## src/rtl/reg_file_param.sv

```systemverilog
// Parametrised register file: two registered read ports, one write port, and a self-initialising sweep after reset.
// Optional write-through forwarding on read/write address collisions is compiled in with `define REGFILE_BYPASS_EN.
module reg_file_param #(
  parameter int WIDTH  = 8,
  parameter int ADDR_W = 3
) (
  input  logic              clk,
  input  logic              RESET,
  input  logic [WIDTH-1:0]  IN,
  input  logic [ADDR_W-1:0] INaddr,
  input  logic              WRITE_EN,
  input  logic [ADDR_W-1:0] OUT1addr,
  input  logic [ADDR_W-1:0] OUT2addr,
  output logic [WIDTH-1:0]  OUT1,
  output logic [WIDTH-1:0]  OUT2,
  output logic              READY
);

  localparam int DEPTH = 2 ** ADDR_W;
  localparam logic [ADDR_W-1:0] LAST = ADDR_W'(DEPTH - 1);

  typedef enum logic {INIT, RUN} state_t;

  state_t             state, state_next;
  logic [ADDR_W-1:0]  ptr, ptr_next;
  logic [WIDTH-1:0]   init_val;
  logic [WIDTH-1:0]   regs [DEPTH];

  // The widened copy of ptr covers both the zero-extend and the truncate case.
  logic [ADDR_W+WIDTH-1:0] ptr_ext;
  assign ptr_ext  = {{WIDTH{1'b0}}, ptr};
  assign init_val = ptr_ext[WIDTH-1:0];

  // NOTE: sequential state uses non-blocking assignments so every register samples pre-edge values.
  always_ff @(posedge clk) begin
    if (RESET) begin
      state <= INIT;
      ptr   <= '0;
    end else begin
      state <= state_next;
      ptr   <= ptr_next;
    end
  end

  // NOTE: every output of this block gets a default first, so no path can infer a latch.
  always_comb begin
    state_next = state;
    ptr_next   = ptr;
    case (state)
      INIT: begin
        ptr_next = ptr + 1'b1;
        if (ptr == LAST) state_next = RUN;
      end
      RUN:     state_next = RUN;
      default: state_next = INIT;
    endcase
  end

  // NOTE: the storage array has no reset; the post-reset sweep gives it defined contents instead.
  always_ff @(posedge clk) begin
    if (!RESET) begin
      if (state == INIT)  regs[ptr]    <= init_val;
      else if (WRITE_EN)  regs[INaddr] <= IN;
    end
  end

  always_ff @(posedge clk) begin
    if (RESET) begin
      OUT1  <= '0;
      OUT2  <= '0;
      READY <= 1'b0;
    end else if (state == INIT) begin
      OUT1 <= '0;
      OUT2 <= '0;
      if (ptr == LAST) READY <= 1'b1;
    end else begin
`ifdef REGFILE_BYPASS_EN
      OUT1 <= (WRITE_EN && (OUT1addr == INaddr)) ? IN : regs[OUT1addr];
      OUT2 <= (WRITE_EN && (OUT2addr == INaddr)) ? IN : regs[OUT2addr];
`else
      // Reads see the array before this edge's write lands (read-before-write).
      OUT1 <= regs[OUT1addr];
      OUT2 <= regs[OUT2addr];
`endif
    end
  end

endmodule

```

## config.mk

```make
export PLATFORM = sky130hd
export DESIGN_NAME = reg_file_param
export DESIGN_NICKNAME = d
export VERILOG_FILES = /design/src/rtl/reg_file_param.sv
export SDC_FILE = /design/constraint.sdc
export NUM_CORES = 1
export LEC_CHECK = 0
export ABC_AREA = 1
export BUFFER_PORTS_ARGS = -buffer_cell sky130_fd_sc_hd__buf_2
export CAP_MARGIN = 20
export CORE_MARGIN = 2
export CORE_UTILIZATION = 50
export CTS_CLUSTER_SIZE = 14
export DETAILED_ROUTE_END_ITERATION = 10
export PLACE_DENSITY = 0.71
export SLEW_MARGIN = 20
export SYNTH_ARGS = -nofsm -noshare
export SYNTH_HDL_FRONTEND = slang
export SYNTH_SLANG_ARGS = --single-unit
export TNS_END_PERCENT = 20
```

## constraint.sdc

```tcl
create_clock -name clk -period 2.06 [get_ports clk]
set_input_delay 0.103 -clock clk [delete_from_list [all_inputs] [get_ports clk]]
set_output_delay 0.103 -clock clk [all_outputs]
set_load 0.02 [all_outputs]
```

Word level (Yosys, flattened, before mapping) --
Memories as Yosys holds them, arrays and structs flattened. A register that Yosys moved wholly into a read port is not among the register bits. Cells that the tools add are included. Widths: inputs -> output; s select.
Storage, ports and cells: register bits after elaboration 5, bits in writable memories 64, word-level logic and storage cells 22, memories 1, output and inout bits 17, bits of input ports 20
Memory list:
- regs | depth 8, width 8, rd ports 2, clocked after memory_dff 2, wr ports 1, line 27 | logic [WIDTH-1:0] regs [DEPTH];
Cells by class: mux-type cells 12, add/subtract/negate cells 1, eq/ne operators 1, bitwise logic cells 1, reduce and logical (&&, ||, !) cells 3
Operators with widths (count):
- $mux 1 | 9
- $mux 8 | 1
- $reduce_or 8->1 | 1
- $add 3x1->3 const B | 1
- $eq 3x3->1 const B | 1
- $mux 3 | 1
- $pmux 1 s2 | 1
- $reduce_and 2->1 | 1
- $reduce_or 2->1 | 1
- $not 1->1 | 1

Logic depth before layout (Yosys ltp) --
word-level depth 6, mapped depth 8

Worst setup path after synthesis --
OpenSTA, ideal clock, no wires.
kind reg2reg, from reg state, to mem regs[1][0] (enable), path slack 0.404 ns, path buffers 1, required time 1.690 ns, arrival 1.286 ns, stages on the path, launching flop included 8, library setup time 0.370 ns, path through dfxtp_1 > nand2_2 > nor2_4 > buf_8 > nand2_4 > nand2_2 > nand2_2 > nor2_1
On the way: cells in the longest elaborated chain, start to end 5
Ends and longest elaborated chain:
- from (decl) | line 24 | state_t state, state_next;
- from (signal assigned) | line 40 | state <= state_next;
- $mux 1 | line 62 | if (state == INIT) regs[ptr] <= init_val;
- $mux 1 | line 61 | if (!RESET) begin
- $mux 1 (implied by the code) | line 63 | else if (WRITE_EN) regs[INaddr] <= IN;
- $reduce_or 8->1 (no line)
- $mux 3 (no line) or $mux 1 (tied branches)
- to (decl) | line 27
Several ways; a longest one is shown, not always the timed one.

Final worst setup path --
from reg state, to mem regs[4][3] (enable)
Same word-level chain as after synthesis.

==> results by group <==
Critical path
  – Crit end category: flip-flop
  – Crit-path max FO: 11
  – Category of the most critical setup path: flip-flop to flip-flop
  – Type of element launching the critical path: flip-flop
  – Data required time of the worst path: 2.13 ns
  – Crit path largest cell delay: 0.44 ns
  – Chain of cells forming the critical path: nand2_2 > nor2_4 > inv_2 > nand2_1 > nand3_2 > nor2_1 > buf_4
  – Data arrival, critical path: 1.86 ns
  – Largest delay share family, worst path: simple AND/OR/NAND/NOR gates
  – Slowest stage cell on the critical path: sky130_fd_sc_hd__dfxtp_1
  – Number of buffer and inverter instances along the worst setup path: 2

Global routing
  – Wire length of the first global-routing pass: 15700 um
  – Sum of overflow across all layers after global routing: 0
  – Vias in the first global route: around 3100
  – Number of antenna violations at the first check in global routing: 0
  – Total GRT Usage: 0.234
  – Largest net degree at the start of global routing: 33

Floorplanning
  – FP Rows: 33
  – IO Pins: 37
  – Height of the die: 95.5 um
  – Area inside the core boundary: 8180 sq um
  – Effective utilization at floorplan: 0.511
  – Total die area: 9110 sq um
  – Chip Width: 95.5 um

Power
  – Net Sw Power: 0.000898 W
  – Lkg Pwr: 2.29 nW
  – Power, Total: 0.00336 W
  – Sequential Power Share: 0.569
  – Combinational power share: 0.101
  – Max rail drop VDD: 0.000423 V
  – Pint: roughly 0.0025 W
  – Sw frac: 0.267
  – Power density over the cells: 716 nW/um^2
  – Share of power burned in the clock network: 0.329

Synthesis
  – Post-synthesis cell count: 519
  – Most frequently used cell type in the post-synthesis netlist: sky130_fd_sc_hd__nand2_1
  – Synth Flop Type: sky130_fd_sc_hd__edfxtp_1
  – Proportion of synthesized area in mux cells: 0
  – Number of synthesized flops with an enable pin: 64
  – Count of warnings emitted by yosys: 0
  – Area of the mapped netlist: 4180 sq um
  – Fraction of synthesized cell area in xor and xnor cells: 0.00209
  – Net count after synthesis: roughly 540
  – Number of distinct library cells after synthesis: 20
  – Mapped Avg Cell Area: 8.06 sq um
  – Portion of the post-synthesis area used by sequential elements: 0.560
  – Top cell type's share of synthesized area: 0.460
  – Synthesized-area fraction occupied by and/or/nand/nor cells: 0.318
  – Seq cells post-synth: 85
  – Combinational family with the most area after synthesis: simple AND/OR/NAND/NOR gates
  – Fraction of synthesis flops using an asynchronous set or reset pin: 0
  – Area share of fa/ha/maj cells after synthesis: 0.00598
  – Leading post-synthesis cells by cell area: sky130_fd_sc_hd__edfxtp_1 (46%), sky130_fd_sc_hd__nand2_1 (17%), sky130_fd_sc_hd__dfxtp_1 (10%), sky130_fd_sc_hd__nand3_1 (9.6%), sky130_fd_sc_hd__inv_1 (7.1%)
  – Area leader, netlist: sky130_fd_sc_hd__edfxtp_1
  – Compound-gate portion of the synthesized area: 0.00898
  – Most frequent cells after synthesis: sky130_fd_sc_hd__nand2_1 (185), sky130_fd_sc_hd__nand3_1 (80), sky130_fd_sc_hd__inv_1 (79)

Clocking
  – Clk sink count: 85
  – Maximum number of buffers from clock root to sink: 2
  – CTS H-tree depth: 3
  – Number of buffers created by CTS: 9
  – Buffer cell driving the clock tree root: sky130_fd_sc_hd__clkbuf_8
  – Clock transition at the registers of the reported paths: roughly 0.10 ns
  – Clock tree from TritonCTS: done
  – Clock latency at the later pin of the worst-skew pair: 0.36 ns

Routing
  – Number of detailed-routing iterations run before antenna repair: 5
  – DRC: 0
  – Detailed Route WL: 9990 um
  – Antenna Violating Nets Remaining: 0
  – Post-DR vias/cell: 5.11
  – DRC violation total after the first TritonRoute iteration: 286
  – Total number of vias: 3421
  – Average wire per standard cell: 14.9 um

Final layout
  – Ant diodes: 0
  – Filler instances: roughly 730
  – Layout Nets: 582
  – Core utilization of the finished layout: 0.575
  – Area growth syn-to-layout: 12.4%
  – Fraction of layout instances using a drive strength above 1: 0.145

STA
  – Tightest Pin Transition: 0.612 ns
  – Endpoints failing hold: 0
  – Max-slew violation count: 0
  – Highest achievable clock rate: 556 MHz
  – Post-route worst hold slack: 0.180 ns
  – Layout Skew: 0.0137 ns
  – Relative slew slack: 0.592
  – Unrepaired setup endpoints after global routing: false
  – Final worst path period need: 1.80 ns
  – Worst-case setup margin in the final layout: about 0.26 ns
  – Post-route setup TNS: 0 ns
  – Final cycle utilization of the critical path: 0.872
  – Setup-failing EPs final: 0

Run
  – Count of maximum capacitance violations: 0

Worst hold path
  – Class of the worst hold path: input port to flip-flop

Placement
  – Count of buffers inserted at the top-level ports: 36
  – HPWL reported at the end of detailed placement: 7050 um
  – RD Place Congestion: between 0.9 and 1
  – Worst setup timing slack at the placement stage: ~0.26 ns

Outcome
  – Status: completed
==> through the flow <==
stage	area (sq um)	cells
6_report	4700	670
5_1_grt	4700	670
4_1_cts	4700	670
3_5_place_dp	4500	653
3_3_place_gp	4500	653
2_1_floorplan	4180	519
==> what timing repair did <==
action / CTS / global route
hold buffers: 1 / 0
endpoints found under the setup margin: 0 / 0
endpoints found under the hold margin: 3 / 0
setup buffers: 0 / 0
resized for setup: 0 / 0
==> sequential cells by signal (all words and copies together), names as in the netlist <==
register / cells
OUT1: 8
ptr: 3
READY: 1
state: 1
OUT2: 8
regs: 64
==> cells in the final DEF (no fill, tap or decap), drive strengths merged <==
| cell type | count |
|---|---|
| nand3 | 81 |
| dfxtp | 21 |
| inv | 85 |
| clkinv | 2 |
| ha | 2 |
| xor2 | 1 |
| buf | 55 |
| nor2 | 47 |
| edfxtp | 64 |
| a21oi | 2 |
| clkbuf | 9 |
| nand2 | 191 |
| dlygate4sd3 | 1 |
| o21ai | 4 |
==> routing by layer <==
metal	vias to the layer above	global-route usage	wire [um]
met4	0	0.0869	219
met2	174	0.349	4380
li1	1694	-	-
met1	1532	0.333	4480
met5	-	0	0
met3	21	0.0577	915
==> tightest hold or removal path, cell delays in order <==
cell,delay (ns)
sky130_fd_sc_hd__buf_2,0.21
sky130_fd_sc_hd__nor2_1,0.14
sky130_fd_sc_hd__nor2_1,0.05
==> cell families (layout without fill, tap and decap cells) <==
kind of cell,Yosys count,after routing
compound gates,6,6
xor+xnor,1,1
simple gates,319,319
fa+ha+maj,2,2
buf+inv,106,152
flops,85,85
==> cell type report <==
type,count,area (sq um),area share
flip-flops and latches,85,2340,0.499
well taps,105,131,0.0280
multi-input cells,328,1400,0.299
inverters,80,300,0.0639
clock inverters,7,65.1,0.0138
repair buffers,56,333,0.0708
clock buffers,9,124,0.0264
==> final timing paths <==
kind	from	endpoint	slack [ns]	cells past startpoint
max	state	regs[4][3]	0.26	7
min	OUT1addr[2]	OUT1[2]	0.18	3
max reg2reg	state	regs[4][3]	0.26	7
min reg2reg	READY	READY	0.48	2
==> power by group through the flow <==
stage          clock [W]  combinational [W]  sequential (W)
5_1_grt          0.00121           0.000383         0.00192
2_1_floorplan          0           0.000240         0.00194
3_5_place_dp           0           0.000334         0.00195
4_1_cts          0.00113           0.000336         0.00191
3_3_place_gp           0           0.000327         0.00195
6_report         0.00111           0.000341         0.00191
Power figures use the tool's default switching activity.
